===== src/rtl/clk_divider_multi.sv =====
// clk_divider_multi: NUM_CH programmable clock dividers with tick strobes, 50% slow clocks and shared phase sync
// ports: clk, reset (sync, active-high); en per-channel count enable; sync phase-aligns all channels;
//        wr_en/wr_ch/wr_div divisor write; tick terminal-count strobe; slow_clk divided clock;
//        pend high while a written divisor waits for the channel's next terminal count
module clk_divider_multi #(
  parameter int WIDTH       = 26,
  parameter int NUM_CH      = 4,
  parameter int DEFAULT_DIV = 9999999
) (
  input  logic              clk,
  input  logic              reset,
  input  logic [NUM_CH-1:0] en,
  input  logic              sync,
  input  logic              wr_en,
  input  logic [3:0]        wr_ch,
  input  logic [WIDTH-1:0]  wr_div,
  output logic [NUM_CH-1:0] tick,
  output logic [NUM_CH-1:0] slow_clk,
  output logic [NUM_CH-1:0] pend
);
  for (genvar i = 0; i < NUM_CH; i++) begin : g_ch
    logic [WIDTH-1:0] r_cnt, r_div, r_pdiv;
    logic             r_pend, r_tick, r_slow;
    logic             w_wr, w_tc;
    assign w_wr        = wr_en && (wr_ch == 4'(i));
    assign w_tc        = en[i] && (r_cnt == r_div);
    assign tick[i]     = r_tick;
    assign slow_clk[i] = r_slow;
    assign pend[i]     = r_pend;
    always_ff @(posedge clk)
      if (reset) begin
        r_cnt  <= '0;
        r_div  <= WIDTH'(DEFAULT_DIV);
        r_pdiv <= '0;
        r_pend <= 1'b0;
        r_tick <= 1'b0;
        r_slow <= 1'b0;
      end else if (sync) begin
        // a write landing with sync is applied at once, as if it had been pending
        r_cnt  <= '0;
        r_slow <= 1'b0;
        r_tick <= 1'b0;
        r_div  <= w_wr ? wr_div : r_pend ? r_pdiv : r_div;
        r_pend <= 1'b0;
      end else if (w_wr && !en[i]) begin
        r_div  <= wr_div;
        r_cnt  <= '0;
        r_pend <= 1'b0;
        r_tick <= 1'b0;
      end else begin
        r_tick <= w_tc;
        r_slow <= r_slow ^ w_tc;
        r_cnt  <= !en[i] ? r_cnt : w_tc ? '0 : r_cnt + 1'b1;
        // terminal count consumes the old pending value; a same-cycle write re-arms it
        if (w_tc && r_pend) r_div <= r_pdiv;
        if (w_wr) r_pdiv <= wr_div;
        r_pend <= w_wr || (r_pend && !w_tc);
      end
  end
endmodule


===== config.mk =====
export PLATFORM = sky130hd
export DESIGN_NAME = clk_divider_multi
export DESIGN_NICKNAME = d
export VERILOG_FILES = /design/src/rtl/clk_divider_multi.sv
export SDC_FILE = /design/constraint.sdc
export NUM_CORES = 1
export LEC_CHECK = 0
export CORE_AREA = 2 2 167 169
export CTS_CLUSTER_SIZE = 8
export DETAILED_ROUTE_END_ITERATION = 10
export DIE_AREA = 0 0 169 171
export GPL_TIMING_DRIVEN = 0
export PLACE_DENSITY = 0.7
export SLEW_MARGIN = 20
export SYNTH_ARGS = -nofsm -noshare
export SYNTH_HDL_FRONTEND = slang
export SYNTH_SLANG_ARGS = --single-unit

===== constraint.sdc =====
create_clock -name clk -period 4.45 [get_ports clk]
set_clock_uncertainty 0.2 [all_clocks]
set_input_delay 0.6675 -clock clk [delete_from_list [all_inputs] [get_ports clk]]
set_output_delay 0.6675 -clock clk [all_outputs]
set_load 0.1 [all_outputs]

== Word level (Yosys, flattened, before mapping) ==
Index checks and enable logic that the tools add are counted.

* Register bits after elaboration: 324
* Bits in latches: 0
* RAM bits: 0
* ROM bits: 0
* Input port bits: 38
* Output and inout bits: 12
* Memories kept: 0

* $add $sub $neg: 4
* Multipliers: 0
* Divide/modulo/power cells: 0
* Order comparisons: 0
* Equal/unequal tests: 11
* Shift operators: 0
* Multiplexer cells: 24
* Bitwise operators: 9
* Reductions and logical operators: 50

{| class="wikitable"
|+ Operators by type and width
! cell !! count
|-
| 26-bit two-way mux || 24
|-
| 26-bit by 1-bit adder with 26-bit output (second input constant) || 4
|-
| 26-bit equality test || 4
|-
| 1-bit logical AND || 20
|-
| 3-bit by 1-bit inequality test with 1-bit output (second input constant) || 4
|-
| 3-bit AND reduction || 4
|-
| 3-bit nonzero test || 4
|-
| 3-bit OR reduction || 4
|-
| 4-bit by 2-bit equality test with 1-bit output (second input constant) || 2
|-
| 1-bit logical NOT || 8
|-
| 2-bit AND reduction || 4
|-
| 1-bit inverter || 5
|-
| 4-bit by 1-bit equality test with 1-bit output (second input constant) || 1
|-
| 4-bit logical NOT || 1
|-
| 1-bit logical OR || 4
|-
| 1-bit bitwise XOR || 4
|-
| 2-bit OR reduction || 1
|}

== Longest topological paths before layout ==
Gate-level depths: netlist of run 1.

* Word-level depth: 6
* Depth in mapped cells: 10
* Depth with buffers taken out: 7

== Worst setup path before layout of run 1 ==
Ideal clock, no wire load.

* Kind: input -> register
* From: in wr_ch[0]
* To: reg g_ch[0].r_div[10]
* Arrival time: 2.498 ns
* Required time: 4.121 ns
* Path slack: 1.623 ns
* Cell stages on the path: 6
* Cell sequence: or4b_4 a211oi_4 clkbuf_1 mux2_2 mux2i_1 nand2_1

* Cells in the longest elaborated chain, start to end: 5

{| class="wikitable"
|+ RTL lines
! item !! RTL line !! text
|-
| start, declared || 15 || <nowiki>input logic [3:0] wr_ch,</nowiki>
|-
| 4-bit logical NOT (*) || 25 || <nowiki>assign w_wr = wr_en && (wr_ch == 4'(i));</nowiki>
|-
| 1-bit logical AND (*) || 25 ||
|-
| 1-bit logical AND || 45 || <nowiki>end else if (w_wr && !en[i]) begin</nowiki>
|-
| 3-bit nonzero test (no source line) or 26-bit two-way mux (tied branches) || -- ||
|-
| 2-bit AND reduction (no source line) or 26-bit two-way mux (tied branches) || -- ||
|-
| end signal, assigned || 33 || <nowiki>r_div <= WIDTH'(DEFAULT_DIV);</nowiki>
|-
| end signal, assigned || 43 || <nowiki>r_div <= w_wr ? wr_div : r_pend ? r_pdiv : r_div;</nowiki>
|-
| end signal, assigned || 46 || <nowiki>r_div <= wr_div;</nowiki>
|-
| end, declared || 22 || <nowiki>logic [WIDTH-1:0] r_cnt, r_div, r_pdiv;</nowiki>
|}

Mark *: on every way between the ends. The rest lies on a longest branch, timed or not.
A chain may end at the register's enable or synchronous reset.

== Worst setup path after layout of run 1 ==
* From: in sync
* To: reg g_ch[2].r_cnt[16]

* Cells in the longest elaborated chain, start to end: 1

{| class="wikitable"
|+ RTL lines
! item !! RTL line !! text
|-
| start, declared || 13 || <nowiki>input logic sync,</nowiki>
|-
| 3-bit OR reduction (no source line) || -- ||
|-
| end signal, assigned || 53 || <nowiki>r_cnt <= !en[i] ? r_cnt : w_tc ? '0 : r_cnt + 1'b1;</nowiki>
|-
| end, declared || 22 ||
|}

No other way between the ends.

==> results of run 1 <==
## cell type report
cell class	count	share of cell area, %
well taps	346	2.60
flip-flops and latches	324	38.9
clock inverters	4	0.383
inverters	10	0.225
multi-input cells	1276	45.6
clock buffers	46	6.90
plain buffers	134	3.46
repair buffers	32	1.92
## placed cells by master, fill, tap and decap left out, types with 32 or more instances in the layout
cell type | synthesis | final
sky130_fd_sc_hd__nand2_1 | 324 | 324
sky130_fd_sc_hd__nor2_1 | 154 | 154
sky130_fd_sc_hd__xor2_1 | 86 | 86
sky130_fd_sc_hd__clkdlybuf4s50_1 | 0 | 32
sky130_fd_sc_hd__dfxtp_1 | 324 | 324
sky130_fd_sc_hd__clkbuf_16 | 0 | 46
sky130_fd_sc_hd__clkbuf_1 | 109 | 109
sky130_fd_sc_hd__nor3_1 | 69 | 69
sky130_fd_sc_hd__xnor2_1 | 119 | 119
sky130_fd_sc_hd__nand4_1 | 52 | 52
sky130_fd_sc_hd__nand3_1 | 45 | 45
sky130_fd_sc_hd__a21oi_1 | 127 | 127
sky130_fd_sc_hd__mux2i_1 | 67 | 67
sky130_fd_sc_hd__a211oi_1 | 36 | 36
## per-stage QoR
step                util [%]  worst slack (ns)
floorplan                  -              1.62
global placement        56.6             0.543
detailed placement      56.6             0.526
CTS                     61.0              1.11
global route            61.0             0.856
finish                  61.0              1.03
## worst max-delay path by stage
stage / end / start / slack [ns]
4_1_cts: g_ch[2].r_cnt[16]$_SDFFE_PP0P_ / sync / 1.11
5_1_grt: g_ch[2].r_cnt[13]$_SDFFE_PP0P_ / sync / 0.86
6_report: g_ch[2].r_cnt[16]$_SDFFE_PP0P_ / sync / 1.03
3_5_place_dp: g_ch[0].r_cnt[21]$_SDFFE_PP0P_ / sync / 0.53
2_1_floorplan: g_ch[0].r_div[10]$_SDFFE_PP1P_ / wr_ch[0] / 1.62
3_3_place_gp: g_ch[2].r_cnt[21]$_SDFFE_PP0P_ / sync / 0.54
## cell families (layout without fill, tap and decap cells)
| family | count (synthesis) | count (layout) | share of synthesized area, % |
|---|---|---|---|
| AND/OR/NAND/NOR | 738 | 738 | 22.8 |
| flip-flops | 324 | 324 | 44.1 |
| XOR/XNOR | 205 | 205 | 12.2 |
| adder cells (fa/ha/maj) | 4 | 4 | 0.340 |
| buffers and inverters | 144 | 226 | 4.18 |
| multiplexers | 93 | 93 | 6.55 |
| AO/OA/AOI/OAI | 236 | 236 | 9.83 |
## state kept, by name, summed over array words and instances (netlist names)
signal and cells:
g_ch.r_cnt 104, g_ch.r_slow 4, g_ch.r_pend 4, g_ch.r_tick 4
g_ch.r_pdiv 104, g_ch.r_div 104
## power by group
group | total (mW) | internal (mW) | leakage [nW] | switching [mW]
combinational | 0.276 | 0.0829 | 2.22 | 0.193
sequential | 2.95 | 2.93 | 2.62 | 0.0207
clock | 3.06 | 1.87 | 0.597 | 1.19
total | 6.29 | 4.89 | 5.43 | 1.41
## layer usage
layer / track usage [%] / wire length (um) / vias up / part of all wire, %
met3: 4.07 / 2100 / 97 / 5.4
met1: 35.7 / 17600 / 5859 / 45
li1: - / - / 6115 / -
met4: 9.18 / 1180 / 0 / 3.0
met5: 0 / 0 / - / 0
met2: 45.7 / 18300 / 316 / 47
## worst max-delay path: cells and delay by family
family | cells | cell delay, ns
simple gates | 3 | 0.69
compound gates | 1 | 0.32
buf+inv | 4 | 1.93
==> run summary, run 1 <==
The detailed-route DRC error count came out at 0. The via count of the first global-routing pass is 11800. The starting DRC count in detailed routing came out at 1076.

The number of gates resized after cts came out at 0. The slack of the worst reg-to-reg path came out at between 1 and 1.5 ns. The total number of vias came out at approximately 12000.

The clock buffer count from CTS is 46. The startpoint of the most critical hold path is g_ch[2].r_pdiv[12]$_SDFFE_PP0P_. The root buffer cell chosen for the clock tree is sky130_fd_sc_hd__clkbuf_16. On the critical path, the stage with the largest delay is an instance of sky130_fd_sc_hd__clkbuf_1.

TritonCTS built the clock tree. The slew at the pin with the worst max-slew slack is approximately 1.0 ns. The yosys synthesis warning count is 0. The number of buffers added on ports came out at 32. The startpoint of the worst-slack reg-to-reg timing path is g_ch[3].r_cnt[15]$_SDFFE_PP0P_. The worst hold path stage count is 2.

The synthesized design devotes to its leading area cell type 44.1% of total area. The antenna diode count came out at 0. For this run, the register share of the synthesized area comes to between 40% and 50%. After synthesis the cells add up to 0.0147 mm^2.

Summed over all layers, the global routing overflow is 0. Among all flip-flop cells after synthesis, the most frequent one is sky130_fd_sc_hd__dfxtp_1. Global routing used roughly 27% of the available tracks across all layers. Data on the critical path is required at its endpoint by 4.65 ns.

The average instance in the mapped netlist occupies approximately 8.4 um^2. The worst slew margin relative to its limit is 29.9%. In the synthesized netlist, the number of instances is between 1500 and 2000. The total number of nets in the final design came out at 1866. The worst setup path is of the in2reg kind.

The worst hold path endpoint is g_ch[2].r_pdiv[12]$_SDFFE_PP0P_. Of all nets on the critical path, the largest fanout is 10. The register clock-pin slew on the reported worst setup and hold paths came out at 0.05 ns. The post-route netlist has 5.97% of its cells at a drive strength greater than 1. Yosys attributes the largest share of cell area to sky130_fd_sc_hd__dfxtp_1 44%, sky130_fd_sc_hd__nand2_1 8.3%, sky130_fd_sc_hd__xnor2_1 7.1%. Dividing the final minimum period by the clock period gives 76.8%. Setup violations remaining at the end of the flow were counted as 0. The cell depth of the worst flop-to-flop path came out at 9. The first global-routing pass estimated 62300 um of wire. The critical path's largest stage delay came out at between 0.6 and 0.7 ns. In this run the horizontal extent of the chip is approximately 170 um. The count of nets left with antenna violations once routing finished came out at 0. The run finished with clean final reports. The clock network latency to the later pin of the worst-skew pair came out at about 0.55 ns. The cell leakage power came out at between 5 and 6 nW. The startpoint class of the critical path is an input pin. The minimum period implied by the final worst setup slack came out at roughly 3.4 ns. Before antenna repair, the detailed router went through 5 iterations.

The final sum of negative setup slack came out at 0 ns. Hold timing on the final database bottoms out at a slack of 0.251 ns. The total of hold buffers inserted after clock tree synthesis is 0.

The floorplan step set the die height to 171 um. The endpoint identified for the worst register-to-register timing path is g_ch[3].r_cnt[11]$_SDFFE_PP0P_. The post-CTS setup repair buffer count is 0. The worst setup path is captured at a flip-flop.

After floorplanning, the core was divided into 61 placement rows. The reported max-cap violation count came out at 0. The power per standard cell area is 377 mW/mm^2. The count of state elements after synthesis is 324. The cell count after placement is 2122. The maximum ir drop on the vdd rail is ~0.00030 V.

The total placed instance area came out at 0.0155 mm^2. Traced cell by cell, the critical path runs through clkdlybuf4s50_1 > clkbuf_1 > nor2_1 > o21ai_1 > nand2b_1 > clkbuf_1 > clkbuf_1 > nor2_1. The count of pins on the block boundary came out at 50. After floorplanning, the core was sized to cover 0.0273 mm^2. The detailed-route wire length per cell is around 18 um. The final hold violation count is 0. The H-tree depth is 2. The number of nets in the synthesized netlist is 1786.

Relative to the synthesized area, the layout overhead comes to 13.4%. The area of the multi-input gates is about 0.0076 mm^2. The number of max-slew violations in the final report is 0.

The floorplan step defined a die boundary enclosing 0.0289 mm^2. The number of buffers on the longest clock path is 3. The HPWL after detailed placement is 27900 um. The async set-or-reset flop fraction in the synthesized netlist is 0%.

The final design instance area without fill is around 0.017 mm^2. The flip-flop and latch area is 0.00649 mm^2. The count of cell types in the netlist is 53. After layout, the design draws a total of 6.29 mW. Once the floorplan was initialized, standard cells occupied 53.8% of the core. The TritonCTS sink count came out at 324. The count of fill cells added during filler insertion came out at 2492. The data arrival time of the critical path came out at 3.62 ns. The number of antenna violations at the first check in global routing came to 0. The fmax is 293 MHz. The path class of the tightest hold or removal check is reg2reg. The weighted congestion reported at the end of routability-driven placement is 0.900. Setup repair after global routing left no endpoint under its margin. The largest area contributor in the synthesized netlist is sky130_fd_sc_hd__dfxtp_1. The total routed wirelength is roughly 39000 um. By count the netlist is led by 324 x sky130_fd_sc_hd__dfxtp_1, 324 x sky130_fd_sc_hd__nand2_1, 154 x sky130_fd_sc_hd__nor2_1, 127 x sky130_fd_sc_hd__a21oi_1, 119 x sky130_fd_sc_hd__xnor2_1. The most repeated library cell on the critical path is sky130_fd_sc_hd__clkbuf_1. Counting flops with a built-in enable in the synthesized netlist gives 0.

The number of non-filler instances in the completed layout is roughly 2200. The pin count of the biggest net entering global routing is 13. After detailed routing, the number of vias per cell comes to 5.70.
Power figures use the tool's default switching activity.
==> inputs of run 2 (changes only) <==
--- a/config.mk
+++ b/config.mk
@@ -10,7 +10,7 @@
 export DETAILED_ROUTE_END_ITERATION = 10
 export DIE_AREA = 0 0 169 171
 export GPL_TIMING_DRIVEN = 0
-export PLACE_DENSITY = 0.7
+export PLACE_DENSITY = 0.73
 export SLEW_MARGIN = 20
 export SYNTH_ARGS = -nofsm -noshare
 export SYNTH_HDL_FRONTEND = slang
==> constraint.sdc (replaced) <==
create_clock -name clk -period 2.8 [get_ports clk]
set_clock_uncertainty 0.2 [all_clocks]
set_input_delay 0.42 -clock clk [delete_from_list [all_inputs] [get_ports clk]]
set_output_delay 0.42 -clock clk [all_outputs]
set_load 0.1 [all_outputs]
==> run summary, run 2 (synthesis gave the netlist of run 1 again) <==
The flow ran to the end, and the final reports show no timing, DRC or antenna violations. The power per standard cell area came out at 595 mW/mm^2. The number of nets with antenna violations after routing is 0. The number of clock buffers added by TritonCTS is 46. The register clock-pin slew on the reported worst setup and hold paths is 0.05 ns. STA classifies the critical path startpoint as a flip-flop. The number of buffers on the longest clock path is 3.

The cell count after placement is 2122. The fmax came out at 364 MHz. The total area inside the core boundary comes to 0.0273 mm^2. The number of non-filler instances in the completed layout came out at 2172. In the routed design, unresolved DRC markers number 0.

The total number of nets in the final design is 1865. The share of post-route cells with drive strength above 1 is 7.50%. The worst setup timing slack at the placement stage is -0.871 ns. The setup slack of the critical path after layout is 0.0532 ns. Registers are responsible for a little under half of the overall power. The share of the core filled with cells is 61.3%. The first-pass GRT wire length came out at 62100 um. Summing over every cut layer, the via total after detailed routing is between 10000 and 15000. Port buffering added 32 buffers. In the final layout, the registers with the most flip-flops are g_ch.r_cnt x104, g_ch.r_div x104, g_ch.r_pdiv x104.

Max-cap violations in this run came to 0. The type of the tightest min-delay check is in2reg. The iteration count of the initial detailed-routing pass came out at 5. The clock network latency to the later pin of the worst-skew pair is 0.55 ns. The overall die height is between 150 and 200 um. Setup repair after global routing left no endpoint under its margin.

The share of total power in the clock network came out at 48.4%. The largest fanout on the critical path is 2. The pin count of the biggest net entering global routing is 13.

The die footprint came out at 0.0289 mm^2. The number of max-slew violations in the final report came out at 0. Cell internal power was estimated by the tool at roughly 7.7 mW. The switching power share of the total is a little under a quarter. At the worst endpoint, the required time is between 2 and 2.5 ns. The die is 169 um wide.

The detailed-route wire length per cell is 18.0 um. The count of pins on the block boundary is 50. Global routing consumed, over all layers together, a little over a quarter of the routing resources.

The met1 track demand over resource in global routing came out at 35.6%. The final cycle utilization of the critical path came out at a little over nine tenths. The total routed wirelength came out at 39000 um. The setup path with the least slack is of type reg2out. The worst pin sits at a relative slew slack of 35.4%. The routed via count divided by cell count came out at 5.69. Leaving out fill and tap cells, the most frequent cells in the layout are 324 x sky130_fd_sc_hd__nand2_1, 324 x sky130_fd_sc_hd__dfxtp_1, 153 x sky130_fd_sc_hd__nor2_1, 127 x sky130_fd_sc_hd__a21oi_1, 119 x sky130_fd_sc_hd__xnor2_1. The first routing iteration left 1037 violations.

The weighted congestion reported at the end of routability-driven placement is around 0.90. The final sum of negative setup slack came out at 0 ns. The H-tree depth is 2. In this run, the combinational gates consume under 10% of the power. The final hold violation count is 0. The worst setup path is captured at an output pin. The switching power of the nets came out at 2.27 mW. From synthesis to final layout, the design area changed by 13.8%. Detailed placement ended at an HPWL of 27800 um. Global routing finished with a remaining overflow of 0.

In this run the clock root is driven by a sky130_fd_sc_hd__clkbuf_16. The maximum ir drop on the vdd rail is 0.000396 V. The slew at the pin with the worst max-slew slack is 0.967 ns. The initial standard-cell utilization of the core is 53.8%. For this run, global-route usage on met2 was measured as 45.7%. The worst path needs 2.75 ns of the cycle, external delays included.

The number of antenna violations at the first check in global routing is 0. The cell leakage power came out at 5.54 nW. The cell row count is 61.

Setup violations remaining at the end of the flow were counted as 0. The global routing met3 resource utilization is under 10%. TritonCTS built the clock tree. CTS saw 324 sinks. The repair_antennas step left the layout with diodes totalling 0.

The via count of the first global-routing pass came out at 11800. Hold repair after CTS inserted 0 buffers. The global-route layer with the greatest usage is met2. The data arrival time of the critical path came out at approximately 2.1 ns.
[run 2: changes by cell type in the layout (fill, tap and decap cells not counted), sizes merged]
cell           before  now
buf                25   26
bufinv              1    0
clkbuf            155  154
clkdlybuf4s50      32   28
clkinv              1    2
dlygate4sd2         0    2
dlymetal6s2s        0    2
[run 2: power by group through the flow]
stage	clock network (mW)	logic [mW]	registers, mW
after global placement	0	0.419	4.78
after detailed placement	0	0.426	4.79
final	4.82	0.442	4.70
after global routing	5.05	0.472	4.69
after floorplan	0	0.247	4.78
after CTS	4.86	0.431	4.69
[run 2: routing by layer]
layer,part of all wire (%),up-vias
met5,0,-
met4,3.3,0
met3,6.0,78
met2,47,352
met1,44,5810
li1,-,6121
[run 2: repair_timing]
action | in CTS | in global routing
setup endpoints to repair | 134 | 170
pin swaps | 1 | 0
gates resized for setup | 10 | 35
setup buffers | 2 | 0
[run 2: final timing paths]
| check | from | end | slack (ns) | depth (start not counted) |
|---|---|---|---|---|
| worst max-delay path | g_ch[2].r_slow$_SDFFE_PP0N_ | slow_clk[2] | 0.05 | 2 |
| worst min-delay path | wr_div[24] | g_ch[0].r_pdiv[24]$_SDFFE_PP0P_ | 0.15 | 3 |
| worst max register to register | g_ch[3].r_div[22]$_SDFFE_PP0P_ | g_ch[3].r_div[19]$_SDFFE_PP1P_ | 0.19 | 8 |
| worst min register to register | g_ch[2].r_pdiv[18]$_SDFFE_PP0P_ | g_ch[2].r_pdiv[18]$_SDFFE_PP0P_ | 0.25 | 2 |
[run 2: final cells by class]
type / count / area, um^2
sequential: 324 / 6490
multi-input combinational: 1276 / 7670
clock buffer: 47 / 1150
timing repair buffer: 34 / 338
clock inverter: 4 / 38.8
inverter: 10 / 37.5
fill: 2434 / 10600
tap: 346 / 433
buffer: 131 / 589
[run 2: critical path: stages, from the launching register on]
cell                              delay, ns
sky130_fd_sc_hd__dfxtp_1               0.35
sky130_fd_sc_hd__buf_4                 0.12
sky130_fd_sc_hd__clkdlybuf4s50_1       1.12
[run 2: through the flow]
step	hold slack [ns]	area, um^2	power [mW]
2_1_floorplan	0.234	14700	5.02
3_3_place_gp	0.239	15500	5.20
3_5_place_dp	0.246	15500	5.21
4_1_cts	0.122	16700	9.99
5_1_grt	0.150	16700	10.2
6_report	0.150	16700	9.96
==> inputs of run 3 (changes only) <==
--- a/config.mk
+++ b/config.mk
@@ -5,12 +5,13 @@
 export SDC_FILE = /design/constraint.sdc
 export NUM_CORES = 1
 export LEC_CHECK = 0
-export CORE_AREA = 2 2 167 169
+export CORE_AREA = 2 2 137 206
 export CTS_CLUSTER_SIZE = 8
 export DETAILED_ROUTE_END_ITERATION = 10
-export DIE_AREA = 0 0 169 171
+export DIE_AREA = 0 0 139 208
+export DONT_BUFFER_PORTS = 1
 export GPL_TIMING_DRIVEN = 0
-export PLACE_DENSITY = 0.73
+export PLACE_DENSITY = 0.7
 export SLEW_MARGIN = 20
 export SYNTH_ARGS = -nofsm -noshare
 export SYNTH_HDL_FRONTEND = slang
==> run summary, run 3 (synthesis gave the netlist of run 1 again) <==
The flow ran to the end, and the final reports show no timing, DRC or antenna violations. In this run the vertical extent of the chip is between 200 and 250 um. The tree built by TritonCTS fans out to around 320 sinks. The share of post-route cells with drive strength above 1 came out at ~7.1%.

Derived from the worst setup path, the maximum achievable clock frequency is 378 MHz. Across the whole layout, storage elements account for 0.00649 mm^2. The iteration count of the initial detailed-routing pass is 6.

The count of pins on the block boundary is 50. The slack of the worst reg-to-reg path came out at 0.15 ns. Setup repair after global routing left no endpoint under its margin.

The type of element capturing the critical path is a flip-flop. The startpoint class of the critical path is a flip-flop. The clock reaches the later pin of the worst-skew pair after 0.55 ns. The antenna diode count is 0. The H-tree depth is 2. The reported max-cap violation count came out at 0. The maximum ir drop on the vdd rail is 0.000434 V. The final hold violation count is 0. The detailed-route DRC error count came out at 0. The detailed-placement wirelength estimate came out at approximately 29000 um.

The startpoint of the worst-slack reg-to-reg timing path is g_ch[3].r_cnt[16]$_SDFFE_PP0P_. The number of max-slew violations in the final report is 0. The minimum period implied by the final worst setup slack came out at roughly 2.6 ns. The number of antenna violations at the first check in global routing is 1. The pin count of the biggest net entering global routing is 12. TritonCTS built the clock tree.

The total routed wirelength came out at 39900 um. The final cycle utilization of the critical path is 94.6%. The worst register-to-register path ends at g_ch[3].r_div[13]$_SDFFE_PP0P_. The worst slew margin relative to its limit is 30.7%. Global routing consumed, over all layers together, 27.0% of the routing resources. The first global-routing pass estimated 63100 um of wire. The floorplan has 74 rows. The cell depth of the worst flop-to-flop path came out at 8.

The starting DRC count in detailed routing is ~680. The worst hold path belongs to the class in2reg. The worst hold path endpoint is g_ch[0].r_cnt[3]$_SDFFE_PP0P_. For this run, the post-layout net count is 1844.

The area of the core came out at between 0.02 and 0.03 mm^2. The final global-route overflow total is 0. In the final routed layout, each cell accounts on average for 18.6 um. The power per standard cell area is 613 mW/mm^2. The register clock-pin slew on the reported worst setup and hold paths is 0.05 ns. Cells fill 61.3% of the core in the end.

The routed via count divided by cell count came out at 5.73. The cell leakage power is 5.43 nW. The die footprint is 0.0289 mm^2. Port buffering added 0 buffers. The initial standard-cell utilization of the core is between 50% and 60%. The synthesis-to-finish area growth is 12.6%. In this run, CTS created clock tree buffers numbering 46. The startpoint of the most critical hold path is en[0].

The x dimension of the die is 139 um. The area of the multi-input gates came out at roughly 0.0076 mm^2. The post-CTS setup repair buffer count came out at 0. The weighted congestion reported at the end of routability-driven placement came out at 0.916. The slew at the pin with the worst max-slew slack is a little over 1 ns. The via count of the first global-routing pass came out at 12000. The number of buffers on the longest clock path is 3.

The largest registers in the layout are g_ch.r_cnt x104, g_ch.r_div x104, g_ch.r_pdiv x104. Data on the critical path arrives at its endpoint at approximately 2.9 ns. The total chip power is 10.1 mW. Setup violations remaining at the end of the flow were counted as 0. The critical path is of the reg2reg type.

In the layout the commonest cells are 324 x sky130_fd_sc_hd__nand2_1, 324 x sky130_fd_sc_hd__dfxtp_1, 154 x sky130_fd_sc_hd__nor2_1, 127 x sky130_fd_sc_hd__a21oi_1, 119 x sky130_fd_sc_hd__xnor2_1. The count of fill cells added during filler insertion came out at around 2400. The data required time at the worst endpoint is 3.04 ns. The number of nets with antenna violations after routing is 0. The largest fanout on the critical path is 10. The total number of vias is 12300.

The worst hold path stage count came out at 3. CTS placed an instance of sky130_fd_sc_hd__clkbuf_16 at the clock tree root.
run 3: worst max-delay path by stage:
stage | from | to | slack [ns] | cells after the start
4_1_cts | g_ch[3].r_cnt[15]$_SDFFE_PP0P_ | g_ch[3].r_div[4]$_SDFFE_PP1P_ | 0.001 | 8
3_3_place_gp | wr_ch[1] | g_ch[3].r_div[6]$_SDFFE_PP1P_ | -0.20 | 9
5_1_grt | g_ch[1].r_cnt[14]$_SDFFE_PP0P_ | g_ch[1].r_div[21]$_SDFFE_PP0P_ | 0.01 | 9
2_1_floorplan | wr_ch[0] | g_ch[0].r_div[10]$_SDFFE_PP1P_ | 0.22 | 6
6_report | g_ch[3].r_cnt[16]$_SDFFE_PP0P_ | g_ch[3].r_div[13]$_SDFFE_PP0P_ | 0.15 | 8
3_5_place_dp | en[2] | g_ch[2].r_div[16]$_SDFFE_PP0P_ | -0.30 | 8
run 3: metal layers:
layer	wire length [um]	GRT usage, %	up-vias
met2	20000	48.3	346
li1	-	-	6061
met4	2000	13.6	0
met3	1870	4.40	124
met1	16000	31.0	5772
met5	0	0	-
run 3: stage by stage:
stage               hold WS, ns  setup WS [ns]  TNS, ns  std cells  cell area [um^2]
CTS                      0.0468        0.00134        0       2150             16600
detailed placement        0.246         -0.295   -31.59       2086             15100
floorplan                 0.234          0.220        0       1744             14700
finish                   0.0568          0.151        0       2146             16600
global placement          0.240         -0.200   -22.93       2086             15100
global route             0.0773         0.0128        0       2146             16600
run 3: report_power, final:
| group | internal (mW) | total, mW | switching, mW |
|---|---|---|---|
| registers | 4.66 | 4.70 | 0.0332 |
| logic | 0.121 | 0.416 | 0.296 |
| clock network | 3.12 | 5.03 | 1.91 |
run 3: final cells by class:
class / instances / area share (%)
multi-input combinational: 1276 / 46.1
sequential: 324 / 39.2
clock buffer: 49 / 7.40
buffer: 130 / 3.50
tap: 342 / 2.58
timing repair buffer: 14 / 0.846
inverter: 10 / 0.227
clock inverter: 1 / 0.181
run 3: repair_timing:
action / in CTS / in global routing
hold endpoints to repair: 98 / 0
gates resized for setup: 6 / 24
endpoints found under the setup margin: 82 / 142
hold buffers: 14 / 0
run 3: critical path: stages (launching register included):
cell and delay [ns]:
sky130_fd_sc_hd__dfxtp_1 0.48, sky130_fd_sc_hd__xnor2_1 0.20, sky130_fd_sc_hd__nand4_1 0.12, sky130_fd_sc_hd__nor4_1 0.43, sky130_fd_sc_hd__a32o_1 0.24, sky130_fd_sc_hd__clkbuf_1 0.23
sky130_fd_sc_hd__buf_2 0.30, sky130_fd_sc_hd__nor2_1 0.07, sky130_fd_sc_hd__a311oi_1 0.28
